**config.mk**
```make
export PLATFORM = sky130hd
export DESIGN_NAME = paillier_axi_lite_ctrl
export DESIGN_NICKNAME = d
export VERILOG_FILES = /design/src/rtl/paillier_pkg.sv /design/src/rtl/paillier_axi_lite_if.sv /design/src/rtl/paillier_axi_lite_ctrl.sv
export SDC_FILE = /design/constraint.sdc
export NUM_CORES = 1
export LEC_CHECK = 0
export ABC_AREA = 1
export BUFFER_PORTS_ARGS = -buffer_cell sky130_fd_sc_hd__buf_2
export CAP_MARGIN = 20
export CORE_MARGIN = 10
export CORE_UTILIZATION = 49
export DETAILED_ROUTE_END_ITERATION = 6
export PLACE_DENSITY = 0.74
export SLEW_MARGIN = 20
export SYNTH_ARGS = -nofsm -noshare
export SYNTH_HDL_FRONTEND = slang
export SYNTH_SLANG_ARGS = --single-unit
```
**constraint.sdc**
```tcl
create_clock -name S_AXI_ACLK -period 3.63 [get_ports S_AXI_ACLK]
set_clock_uncertainty 0.2 [all_clocks]
set_input_delay 0.5445 -clock S_AXI_ACLK [delete_from_list [all_inputs] [get_ports S_AXI_ACLK]]
set_output_delay 0.5445 -clock S_AXI_ACLK [all_outputs]
set_load 0.02 [all_outputs]
```
**src/rtl/paillier_pkg.sv**
```systemverilog
// Shared types and constants for the Paillier accelerator control block.
package paillier_pkg;

    typedef enum logic [1:0] {
        ModeEncrypt   = 2'b00,
        ModeDecrypt   = 2'b01,
        ModeHomAdd    = 2'b10,
        ModeScalarMul = 2'b11
    } mode_e;

    typedef enum logic {
        StIdle = 1'b0,
        StRun  = 1'b1
    } state_e;

    localparam logic [3:0] REG_CTRL_OFF      = 4'h0;
    localparam logic [3:0] REG_STATUS_OFF    = 4'h4;
    localparam logic [3:0] REG_BLOCK_NUM_OFF = 4'h8;
    localparam logic [3:0] REG_VERSION_OFF   = 4'hC;

    localparam int unsigned CTRL_START_BIT  = 0;
    localparam int unsigned STATUS_BUSY_BIT = 0;
    localparam int unsigned STATUS_DONE_BIT = 1;
    localparam int unsigned STATUS_ERR_BIT  = 2;

    localparam logic [31:0] VERSION     = 32'h5041_0001;
    localparam logic [1:0]  RESP_OKAY   = 2'b00;
    localparam logic [1:0]  RESP_SLVERR = 2'b10;

endpackage

```
**src/rtl/paillier_axi_lite_if.sv**
```systemverilog
// AXI-Lite slave handshake: independent AW/W latching, registered B and R channels,
// and a simple single-cycle register read/write port towards the register file.
module paillier_axi_lite_if
    import paillier_pkg::*;
#(
    parameter int unsigned ADDR_W = 4,
    parameter int unsigned DATA_W = 32
) (
    input  logic                S_AXI_ACLK,
    input  logic                S_AXI_ARESET,
    input  logic [ADDR_W-1:0]   S_AXI_AWADDR,
    input  logic                S_AXI_AWVALID,
    output logic                S_AXI_AWREADY,
    input  logic [DATA_W-1:0]   S_AXI_WDATA,
    input  logic [DATA_W/8-1:0] S_AXI_WSTRB,
    input  logic                S_AXI_WVALID,
    output logic                S_AXI_WREADY,
    output logic [1:0]          S_AXI_BRESP,
    output logic                S_AXI_BVALID,
    input  logic                S_AXI_BREADY,
    input  logic [ADDR_W-1:0]   S_AXI_ARADDR,
    input  logic                S_AXI_ARVALID,
    output logic                S_AXI_ARREADY,
    output logic [DATA_W-1:0]   S_AXI_RDATA,
    output logic [1:0]          S_AXI_RRESP,
    output logic                S_AXI_RVALID,
    input  logic                S_AXI_RREADY,
    output logic                reg_wr_en,
    output logic [ADDR_W-1:0]   reg_wr_addr,
    output logic [DATA_W-1:0]   reg_wr_data,
    output logic [DATA_W/8-1:0] reg_wr_strb,
    input  logic                reg_wr_err,
    output logic                reg_rd_en,
    output logic [ADDR_W-1:0]   reg_rd_addr,
    input  logic [DATA_W-1:0]   reg_rd_data
);

    logic                aw_full_q, w_full_q, bvalid_q, rvalid_q;
    logic [ADDR_W-1:0]   awaddr_q;
    logic [DATA_W-1:0]   wdata_q, rdata_q;
    logic [DATA_W/8-1:0] wstrb_q;
    logic [1:0]          bresp_q;

    // Readies are forced low while reset is held so the bus sees an idle slave.
    assign S_AXI_AWREADY = !S_AXI_ARESET && !aw_full_q && !bvalid_q;
    assign S_AXI_WREADY  = !S_AXI_ARESET && !w_full_q && !bvalid_q;
    assign S_AXI_ARREADY = !S_AXI_ARESET && !rvalid_q;
    assign S_AXI_BVALID  = bvalid_q;
    assign S_AXI_BRESP   = bresp_q;
    assign S_AXI_RVALID  = rvalid_q;
    assign S_AXI_RDATA   = rdata_q;
    assign S_AXI_RRESP   = RESP_OKAY;

    assign reg_wr_en   = aw_full_q && w_full_q;
    assign reg_wr_addr = awaddr_q;
    assign reg_wr_data = wdata_q;
    assign reg_wr_strb = wstrb_q;
    assign reg_rd_en   = S_AXI_ARVALID && S_AXI_ARREADY;
    assign reg_rd_addr = S_AXI_ARADDR;

    always_ff @(posedge S_AXI_ACLK or posedge S_AXI_ARESET) begin
        if (S_AXI_ARESET) begin
            aw_full_q <= 1'b0;
            w_full_q  <= 1'b0;
            bvalid_q  <= 1'b0;
            rvalid_q  <= 1'b0;
            awaddr_q  <= '0;
            wdata_q   <= '0;
            wstrb_q   <= '0;
            rdata_q   <= '0;
            bresp_q   <= RESP_OKAY;
        end else begin
            if (S_AXI_AWVALID && S_AXI_AWREADY) begin
                aw_full_q <= 1'b1;
                awaddr_q  <= S_AXI_AWADDR;
            end
            if (S_AXI_WVALID && S_AXI_WREADY) begin
                w_full_q <= 1'b1;
                wdata_q  <= S_AXI_WDATA;
                wstrb_q  <= S_AXI_WSTRB;
            end
            if (reg_wr_en) begin
                aw_full_q <= 1'b0;
                w_full_q  <= 1'b0;
                bvalid_q  <= 1'b1;
                bresp_q   <= reg_wr_err ? RESP_SLVERR : RESP_OKAY;
            end else if (bvalid_q && S_AXI_BREADY) begin
                bvalid_q <= 1'b0;
            end
            if (reg_rd_en) begin
                rvalid_q <= 1'b1;
                rdata_q  <= reg_rd_data;
            end else if (rvalid_q && S_AXI_RREADY) begin
                rvalid_q <= 1'b0;
            end
        end
    end

endmodule

```
**src/rtl/paillier_axi_lite_ctrl.sv**
```systemverilog
// Control/status register block for the Paillier engine: CTRL, STATUS, BLOCK_NUM, VERSION,
// plus the IDLE/RUN sequencer that issues eng_start and tracks block completion.
module paillier_axi_lite_ctrl
    import paillier_pkg::*;
#(
    parameter int unsigned C_S_AXI_DATA_WIDTH = 32,
    parameter int unsigned C_S_AXI_ADDR_WIDTH = 4,
    parameter int unsigned BLOCK_CNT_W        = 16
) (
    input  logic                            S_AXI_ACLK,
    input  logic                            S_AXI_ARESET,
    input  logic [C_S_AXI_ADDR_WIDTH-1:0]   S_AXI_AWADDR,
    input  logic [2:0]                      S_AXI_AWPROT,
    input  logic                            S_AXI_AWVALID,
    output logic                            S_AXI_AWREADY,
    input  logic [C_S_AXI_DATA_WIDTH-1:0]   S_AXI_WDATA,
    input  logic [C_S_AXI_DATA_WIDTH/8-1:0] S_AXI_WSTRB,
    input  logic                            S_AXI_WVALID,
    output logic                            S_AXI_WREADY,
    output logic [1:0]                      S_AXI_BRESP,
    output logic                            S_AXI_BVALID,
    input  logic                            S_AXI_BREADY,
    input  logic [C_S_AXI_ADDR_WIDTH-1:0]   S_AXI_ARADDR,
    input  logic [2:0]                      S_AXI_ARPROT,
    input  logic                            S_AXI_ARVALID,
    output logic                            S_AXI_ARREADY,
    output logic [C_S_AXI_DATA_WIDTH-1:0]   S_AXI_RDATA,
    output logic [1:0]                      S_AXI_RRESP,
    output logic                            S_AXI_RVALID,
    input  logic                            S_AXI_RREADY,
    output logic                            eng_start,
    output logic [1:0]                      eng_mode,
    output logic [BLOCK_CNT_W-1:0]          eng_block_num,
    input  logic                            eng_block_done,
    input  logic                            eng_done
);

    logic                            reg_wr_en, reg_wr_err, reg_rd_en;
    logic [C_S_AXI_ADDR_WIDTH-1:0]   reg_wr_addr, reg_rd_addr;
    logic [C_S_AXI_DATA_WIDTH-1:0]   reg_wr_data, reg_rd_data;
    logic [C_S_AXI_DATA_WIDTH/8-1:0] reg_wr_strb;

    state_e                 state_q;
    mode_e                  mode_q, eng_mode_q, mode_new;
    logic [BLOCK_CNT_W-1:0] blk_num_q, eng_blk_q, cnt_q, blk_new;
    logic                   done_q, err_q, eng_start_q, busy;
    logic                   wr_ctrl, wr_status, wr_blk;
    logic                   start_req, start_err, start_ok, blk_zero_err;

    paillier_axi_lite_if #(
        .ADDR_W (C_S_AXI_ADDR_WIDTH),
        .DATA_W (C_S_AXI_DATA_WIDTH)
    ) u_if (
        .S_AXI_ACLK    (S_AXI_ACLK),
        .S_AXI_ARESET  (S_AXI_ARESET),
        .S_AXI_AWADDR  (S_AXI_AWADDR),
        .S_AXI_AWVALID (S_AXI_AWVALID),
        .S_AXI_AWREADY (S_AXI_AWREADY),
        .S_AXI_WDATA   (S_AXI_WDATA),
        .S_AXI_WSTRB   (S_AXI_WSTRB),
        .S_AXI_WVALID  (S_AXI_WVALID),
        .S_AXI_WREADY  (S_AXI_WREADY),
        .S_AXI_BRESP   (S_AXI_BRESP),
        .S_AXI_BVALID  (S_AXI_BVALID),
        .S_AXI_BREADY  (S_AXI_BREADY),
        .S_AXI_ARADDR  (S_AXI_ARADDR),
        .S_AXI_ARVALID (S_AXI_ARVALID),
        .S_AXI_ARREADY (S_AXI_ARREADY),
        .S_AXI_RDATA   (S_AXI_RDATA),
        .S_AXI_RRESP   (S_AXI_RRESP),
        .S_AXI_RVALID  (S_AXI_RVALID),
        .S_AXI_RREADY  (S_AXI_RREADY),
        .reg_wr_en     (reg_wr_en),
        .reg_wr_addr   (reg_wr_addr),
        .reg_wr_data   (reg_wr_data),
        .reg_wr_strb   (reg_wr_strb),
        .reg_wr_err    (reg_wr_err),
        .reg_rd_en     (reg_rd_en),
        .reg_rd_addr   (reg_rd_addr),
        .reg_rd_data   (reg_rd_data)
    );

    assign busy          = (state_q == StRun);
    assign eng_start     = eng_start_q;
    assign eng_mode      = eng_mode_q;
    assign eng_block_num = eng_blk_q;

    always_comb begin
        wr_ctrl   = reg_wr_en && (reg_wr_addr[3:2] == REG_CTRL_OFF[3:2]);
        wr_status = reg_wr_en && (reg_wr_addr[3:2] == REG_STATUS_OFF[3:2]);
        wr_blk    = reg_wr_en && (reg_wr_addr[3:2] == REG_BLOCK_NUM_OFF[3:2]);
        start_req = wr_ctrl && reg_wr_strb[0] && reg_wr_data[CTRL_START_BIT];
        start_err = start_req && busy;
        start_ok  = start_req && !busy && (blk_num_q != '0);
        mode_new  = reg_wr_strb[0] ? mode_e'(reg_wr_data[2:1]) : mode_q;
        blk_new   = blk_num_q;
        for (int i = 0; i < BLOCK_CNT_W; i++) begin
            if (reg_wr_strb[i/8]) blk_new[i] = reg_wr_data[i];
        end
        blk_zero_err = wr_blk && (blk_new == '0);
        reg_wr_err   = start_err || blk_zero_err;
    end

    always_comb begin
        reg_rd_data = '0;
        case (reg_rd_addr[3:2])
            REG_CTRL_OFF[3:2]: reg_rd_data[2:1] = mode_q;
            REG_STATUS_OFF[3:2]: begin
                reg_rd_data[STATUS_BUSY_BIT] = busy;
                reg_rd_data[STATUS_DONE_BIT] = done_q;
                reg_rd_data[STATUS_ERR_BIT]  = err_q;
                reg_rd_data[31:16]           = 16'(cnt_q);
            end
            REG_BLOCK_NUM_OFF[3:2]: reg_rd_data[BLOCK_CNT_W-1:0] = blk_num_q;
            default: reg_rd_data = VERSION;
        endcase
    end

    always_ff @(posedge S_AXI_ACLK or posedge S_AXI_ARESET) begin
        if (S_AXI_ARESET) begin
            state_q     <= StIdle;
            mode_q      <= ModeEncrypt;
            blk_num_q   <= BLOCK_CNT_W'(1);
            done_q      <= 1'b0;
            err_q       <= 1'b0;
            cnt_q       <= '0;
            eng_start_q <= 1'b0;
            eng_mode_q  <= ModeEncrypt;
            eng_blk_q   <= BLOCK_CNT_W'(1);
        end else begin
            eng_start_q <= 1'b0;
            if (wr_ctrl && !start_err) mode_q <= mode_new;
            if (wr_blk && !blk_zero_err) blk_num_q <= blk_new;
            if (wr_status && reg_wr_strb[0]) begin
                if (reg_wr_data[STATUS_DONE_BIT]) done_q <= 1'b0;
                if (reg_wr_data[STATUS_ERR_BIT]) err_q <= 1'b0;
            end
            if (start_err) err_q <= 1'b1;
            // Engine events below come after the W1C so a same-cycle eng_done wins.
            unique case (state_q)
                StIdle: begin
                    if (start_ok) begin
                        state_q     <= StRun;
                        eng_start_q <= 1'b1;
                        eng_mode_q  <= mode_new;
                        eng_blk_q   <= blk_num_q;
                        cnt_q       <= '0;
                        done_q      <= 1'b0;
                    end
                end
                StRun: begin
                    if (eng_block_done && (cnt_q != '1)) cnt_q <= cnt_q + BLOCK_CNT_W'(1);
                    if (eng_done) begin
                        state_q <= StIdle;
                        done_q  <= 1'b1;
                    end
                end
                default: state_q <= StIdle;
            endcase
        end
    end

    logic unused_ok;
    assign unused_ok = ^{S_AXI_AWPROT, S_AXI_ARPROT, reg_wr_addr, reg_rd_addr, reg_wr_data,
                         reg_wr_strb, reg_rd_en};

endmodule

```
# Word level (Yosys, flattened, before mapping)
# Cells that the tools add are included.
[totals]
register_bits = 116
out_inout_bits = 60
wordCells = 119
[classes]
n_addsub = 1
eq_ne = 7
n_mux = 45
bitwise_logic = 1
reduce_logical = 47
[ops]
columns = ["cell", "n"]
rows = [
  ["case mux 16 bit (2 select lines)", 2],
  ["two-way mux 1 bit", 34],
  ["two-way mux 16 bit", 2],
  ["logical AND 1 bit", 24],
  ["adder 16 x 1 -> 16 bit (second input constant)", 1],
  ["logical NOT 16 bit", 1],
  ["!= test 16 bit (second input constant)", 1],
  ["nonzero test 16 bit", 1],
  ["two-way mux 13 bit", 1],
  ["nonzero test 2 bit", 6],
  ["logical NOT 1 bit", 8],
  ["case mux 2 bit (3 select lines)", 1],
  ["AND reduction 2 bit", 3],
  ["== test 2 x 1 -> 1 bit (second input constant)", 2],
  ["== test 2 bit (second input constant)", 2],
  ["logical NOT 2 bit", 2],
  ["two-way mux 2 bit", 2],
  ["case mux 1 bit (2 select lines)", 2],
  ["case mux 1 bit (3 select lines)", 1],
  ["!= test 2 x 1 -> 1 bit (second input constant)", 1],
  ["!= test 2 bit (second input constant)", 1],
  ["OR reduction 2 bit", 1],
  ["logical OR 1 bit", 1],
  ["inverter 1 bit", 1],
]

# Longest topological paths before layout
[depth]
ltp_word = 8
ltp_mapped = 12

# Cells and area by module
# A second synthesis with hierarchy kept.
[hier_totals]
cells_unflattened = 820
hier_area_um2 = 6449.9
[by_module_without_submodules]
columns = ["mod", "instances", "cells_per_inst", "area_each_um2"]
rows = [
  ["paillier_axi_lite_ctrl", 1, 476, 3289.4],
  ["paillier_axi_lite_if", 1, 344, 3160.5],
]

# Worst setup path before layout
# OpenSTA, ideal clock, no wires.
[synth_path]
path_kind = "input to register"
startpoint = "input port S_AXI_ARESET"
endpoint = "register u_if.wdata_q[0], in the netlist u_if.reg_wr_data[0]"
setup_ps = 125
arrival_time_ps = 1749
required_time_ps = 3305
setup_slack_ps = 1556
stages = 4
n_path_buf = 1
cell_sequence = "nor3_1 -> nand2_1 -> clkbuf_1 -> mux2_2"
[synth_via]
elab_chain_cells = 4
[synth_rtl]
columns = ["element", "line", "rtl"]
rows = [
  ["from (decl)", "paillier_axi_lite_ctrl.sv:11", "input logic S_AXI_ARESET,"],
  ["logical NOT 1 bit", "paillier_axi_lite_if.sv:46", "assign S_AXI_WREADY = !S_AXI_ARESET && !w_full_q && !bvalid_q;"],
  ["logical AND 1 bit (2 in a row)", "paillier_axi_lite_if.sv:46", ""],
  ["logical AND 1 bit", "paillier_axi_lite_if.sv:77", "if (S_AXI_WVALID && S_AXI_WREADY) begin"],
  ["to (signal assigned)", "paillier_axi_lite_if.sv:68", "wdata_q <= '0;"],
  ["to (signal assigned)", "paillier_axi_lite_if.sv:79", "wdata_q <= S_AXI_WDATA;"],
  ["to (decl)", "paillier_axi_lite_if.sv:40", "logic [DATA_W-1:0] wdata_q, rdata_q;"],
]
# No other way between the ends.
# A chain may end at the register's enable or synchronous reset.

# Worst setup path after layout
[layout_path]
startpoint = "register blk_num_q[10]"
endpoint = "register cnt_q[1]"
[layout_via]
elab_chain_cells = 4
[layout_rtl]
columns = ["element", "line", "rtl"]
rows = [
  ["from (decl)", "paillier_axi_lite_ctrl.sv:45", "logic [BLOCK_CNT_W-1:0] blk_num_q, eng_blk_q, cnt_q, blk_new;"],
  ["from (signal assigned)", "paillier_axi_lite_ctrl.sv:133", "if (wr_blk && !blk_zero_err) blk_num_q <= blk_new;"],
  ["nonzero test 16 bit", "paillier_axi_lite_ctrl.sv:94", "start_ok = start_req && !busy && (blk_num_q != '0);"],
  ["logical AND 1 bit", "paillier_axi_lite_ctrl.sv:94", ""],
  ["!= test 2 bit (no line)", "--", ""],
  ["AND reduction 2 bit (no line)", "--", ""],
  ["to (signal assigned)", "paillier_axi_lite_ctrl.sv:152", "if (eng_block_done && (cnt_q != '1)) cnt_q <= cnt_q + BLOCK_CNT_W'(1);"],
  ["to (decl)", "paillier_axi_lite_ctrl.sv:45", ""],
]
# No other way between the ends.

==> flow_summary.json <==
{
  "place_inst": 815,
  "totalWireLength_um": 13000,
  "p_per_area_nw_per_um2": 727,
  "drc": 0,
  "die_area_um2": 15000,
  "worstPathMaxFanout": 38,
  "finalSetupTns_ns": 0,
  "drtPass1Iterations": 5,
  "syn-mean-instance-area_um2": 8.48,
  "critical_path_class": "reg2reg",
  "arrival_ns": 2.71,
  "rsz0062_at_grt": "no",
  "critical_path_required_ns": 3.89,
  "n_antenna_cell": 0,
  "post_cts_buffers": 0,
  "fin_util_pct": 61.0,
  "start_util_pct": 50.2,
  "via_per_inst": 5.15,
  "ys_seq_area_share_pct": 54.9,
  "clkSinkCount": 113,
  "timing.final.max_slew_violations": 0,
  "fmax_ghz": 0.408,
  "startpoint_type": "flop",
  "htree_levels": 4,
  "synth_cell_type_count": 29,
  "tightest_slew_ns": 0.796,
  "sw_frac_of_total_pct": 34.1,
  "tritoncts": "yes",
  "antenna_found_initial": 0,
  "grt.met2_usage_pct": 30.6,
  "die_y_um": 123,
  "synthesis.instances": 608,
  "synth_top_cells_by_area": "dfrtp_1 (54%), nand2_1 (15%), o21ai_0 (3.9%), inv_1 (3.8%), nand3_1 (3.5%)",
  "synth_top_area_cell": "dfrtp_1",
  "p_sw_mw": 1.55,
  "portBuffers": 87,
  "stdcell_count": 849,
  "layout_min_cycle_time_ns": 2.45,
  "globalplace.congestion": 0.908,
  "grt_pass1_vias": 4330,
  "grtUsageMet1_pct": 22.3,
  "setup_viol": 0,
  "fp.coreArea_um2": 10300,
  "hold_violations": 0,
  "p_int_mw": 3.00,
  "placed_area_um2": 5680,
  "wire_per_inst_um": 15.4,
  "synth.top_cell.area_share_pct": 53.9,
  "yosys_warnings": 0,
  "dieWidth_um": 123,
  "end_kind": "flop",
  "finalCritPeriodShare_pct": 67.5,
  "nFillCells": 928,
  "grt_pass1_wl_um": 21800,
  "final_common_cell": "nand2_1",
  "hp-class": "in2reg",
  "synthArstFlopShare_pct": 100,
  "status": "completed",
  "syn_to_final_growth_pct": 21.6,
  "nNetsFinal": 760,
  "clk_pin_slew_ns": 0.05,
  "track_usage_pct": 18.3,
  "yosys_register_bits": 113,
  "synth-edff-count": 0,
  "peakVddDrop_mv": 0.429,
  "clkLatencyLatePin_ns": 0.52,
  "hpwl_um": 9420,
  "drt.antenna.violating_nets": 0,
  "timing.max_cap.violations": 0,
  "cts_root_buf": "clkbuf_8",
  "hold_buffers": 2,
  "pwr-share-comb_pct": 24.9,
  "synth_ff_type": "dfrtp_1",
  "seqCellArea_um2": 2830,
  "globalRoute.totalOverflow": 0,
  "final_cell_mix": "nand2_1 (202), dfrtp_1 (111), buf_2 (87)",
  "num_rows": 37,
  "sequentialPowerShare_pct": 40.3,
  "power.leakage_nw": 3.21,
  "final_area_um2": 6270,
  "grt_use_met3_pct": 5.10,
  "p_clk_share_pct": 34.8,
  "grt_max_degree": 46,
  "multiInputGateArea_um2": 1970,
  "drive_gt1_share_pct": 21.6,
  "globalRoute.busiestLayer": "met2",
  "cts_max_path_buffers": 2,
  "vias": 4372,
  "drt_iter0_drc": 324,
  "pin_count": 119,
  "numCtsBuffers": 17,
  "slew_headroom_pct": 46.8,
  "synth_area_um2": 5150,
  "postCtsResizedCells": 0
}
kinds of logic (layout without fill, tap and decap cells):
kind of cell / after synthesis / count (layout) / share of synthesized area, %
compound gates: 97 / 97 / 10.6
fa+ha+maj: 1 / 1 / 0.243
buf+inv: 79 / 182 / 7.04
flops: 113 / 113 / 54.9
mux: 16 / 16 / 3.50
other cells: 1 / 3 / 0.0727
simple gates: 301 / 301 / 23.7
area by class of cell:
class,count,share of cell area (%)
clock buffer,21,7.32
clock inverter,11,1.78
inverter,54,3.29
multi-input combinational,418,31.5
sequential,113,45.1
tap,136,2.71
timing repair buffer,96,8.30
Yosys cell counts (2+ instances only):
cell and number:
buf_1 2, o21ai_0 40, buf_2 5, nor2_1 47
nand3_1 36, nor2_2 3, o21ai_1 12, o31ai_1 21
nand2_4 2, nand4_1 3, a21oi_1 21, buf_4 5
nand2_1 203, mux2_2 16, clkbuf_1 8, inv_2 2
nor3_1 5, dfstp_2 2, inv_1 52, buf_6 4
dfrtp_1 111
path summary, 6_finish.rpt:
check	start	endpoint	slack, ns	cells past startpoint
max	blk_num_q[10]$_DFFE_PP0P_	cnt_q[1]$_DFFE_PP0P_	1.18	10
min	S_AXI_BREADY	u_if.S_AXI_BVALID$_DFFE_PP0P_	0.03	2
max reg2reg	blk_num_q[10]$_DFFE_PP0P_	cnt_q[1]$_DFFE_PP0P_	1.18	10
min reg2reg	u_if.S_AXI_RDATA[19]$_DFFE_PP0P_	u_if.S_AXI_RDATA[19]$_DFFE_PP0P_	0.27	2
max in group asynchronous	S_AXI_ARESET	blk_num_q[8]$_DFFE_PP0P_	1.97	4
min in group asynchronous	S_AXI_ARESET	eng_block_num[5]$_DFFE_PP0P_	0.53	3
per-stage QoR:
stage / worst slack, ns / hold slack (ns) / power [mW]
5_1_grt: 0.886 / 0.0343 / 4.85
6_report: 1.18 / 0.0269 / 4.56
4_1_cts: 1.19 / 0.0116 / 4.59
3_5_place_dp: 1.22 / 0.263 / 2.99
3_3_place_gp: 1.28 / 0.257 / 2.93
2_1_floorplan: 1.52 / 0.242 / 2.62
routing by layer:
layer  up-vias  routed length, µm
met5         -                  0
met4         0                198
met3        17                832
met2       132               6520
met1      2072               5490
li1       2151                  -
flip-flops by register name (all words and copies together) (netlist names):
name               cells
mode_q                 2
busy                   1
u_if.S_AXI_RVALID      1
u_if.reg_wr_strb       2
u_if.reg_wr_addr       2
cnt_q                 16
done_q                 1
u_if.reg_wr_data      16
eng_start              1
u_if.S_AXI_BVALID      1
u_if.S_AXI_RDATA      32
u_if.aw_full_q         1
u_if.w_full_q          1
u_if.S_AXI_BRESP       1
blk_num_q             16
eng_mode               2
err_q                  1
eng_block_num         16
power by group through the flow:
stage / Clock (mW) / Combinational (mW) / Sequential (mW)
5_1_grt: 1.67 / 1.30 / 1.88
3_3_place_gp: 0 / 1.09 / 1.83
3_5_place_dp: 0 / 1.13 / 1.85
6_report: 1.58 / 1.13 / 1.84
4_1_cts: 1.60 / 1.15 / 1.84
2_1_floorplan: 0 / 0.742 / 1.88
worst max-delay path, cell delays in order, from the launching register on:
cell     delay, ns
dfrtp_1       0.38
inv_1         0.19
nand4_1       0.12
nor2_1        0.13
nand2_1       0.06
nand2_1       0.05
buf_4         0.34
nand2_2       0.38
inv_1         0.35
nand2_1       0.09
nand2_1       0.07
(Power assumes the default switching activity.)
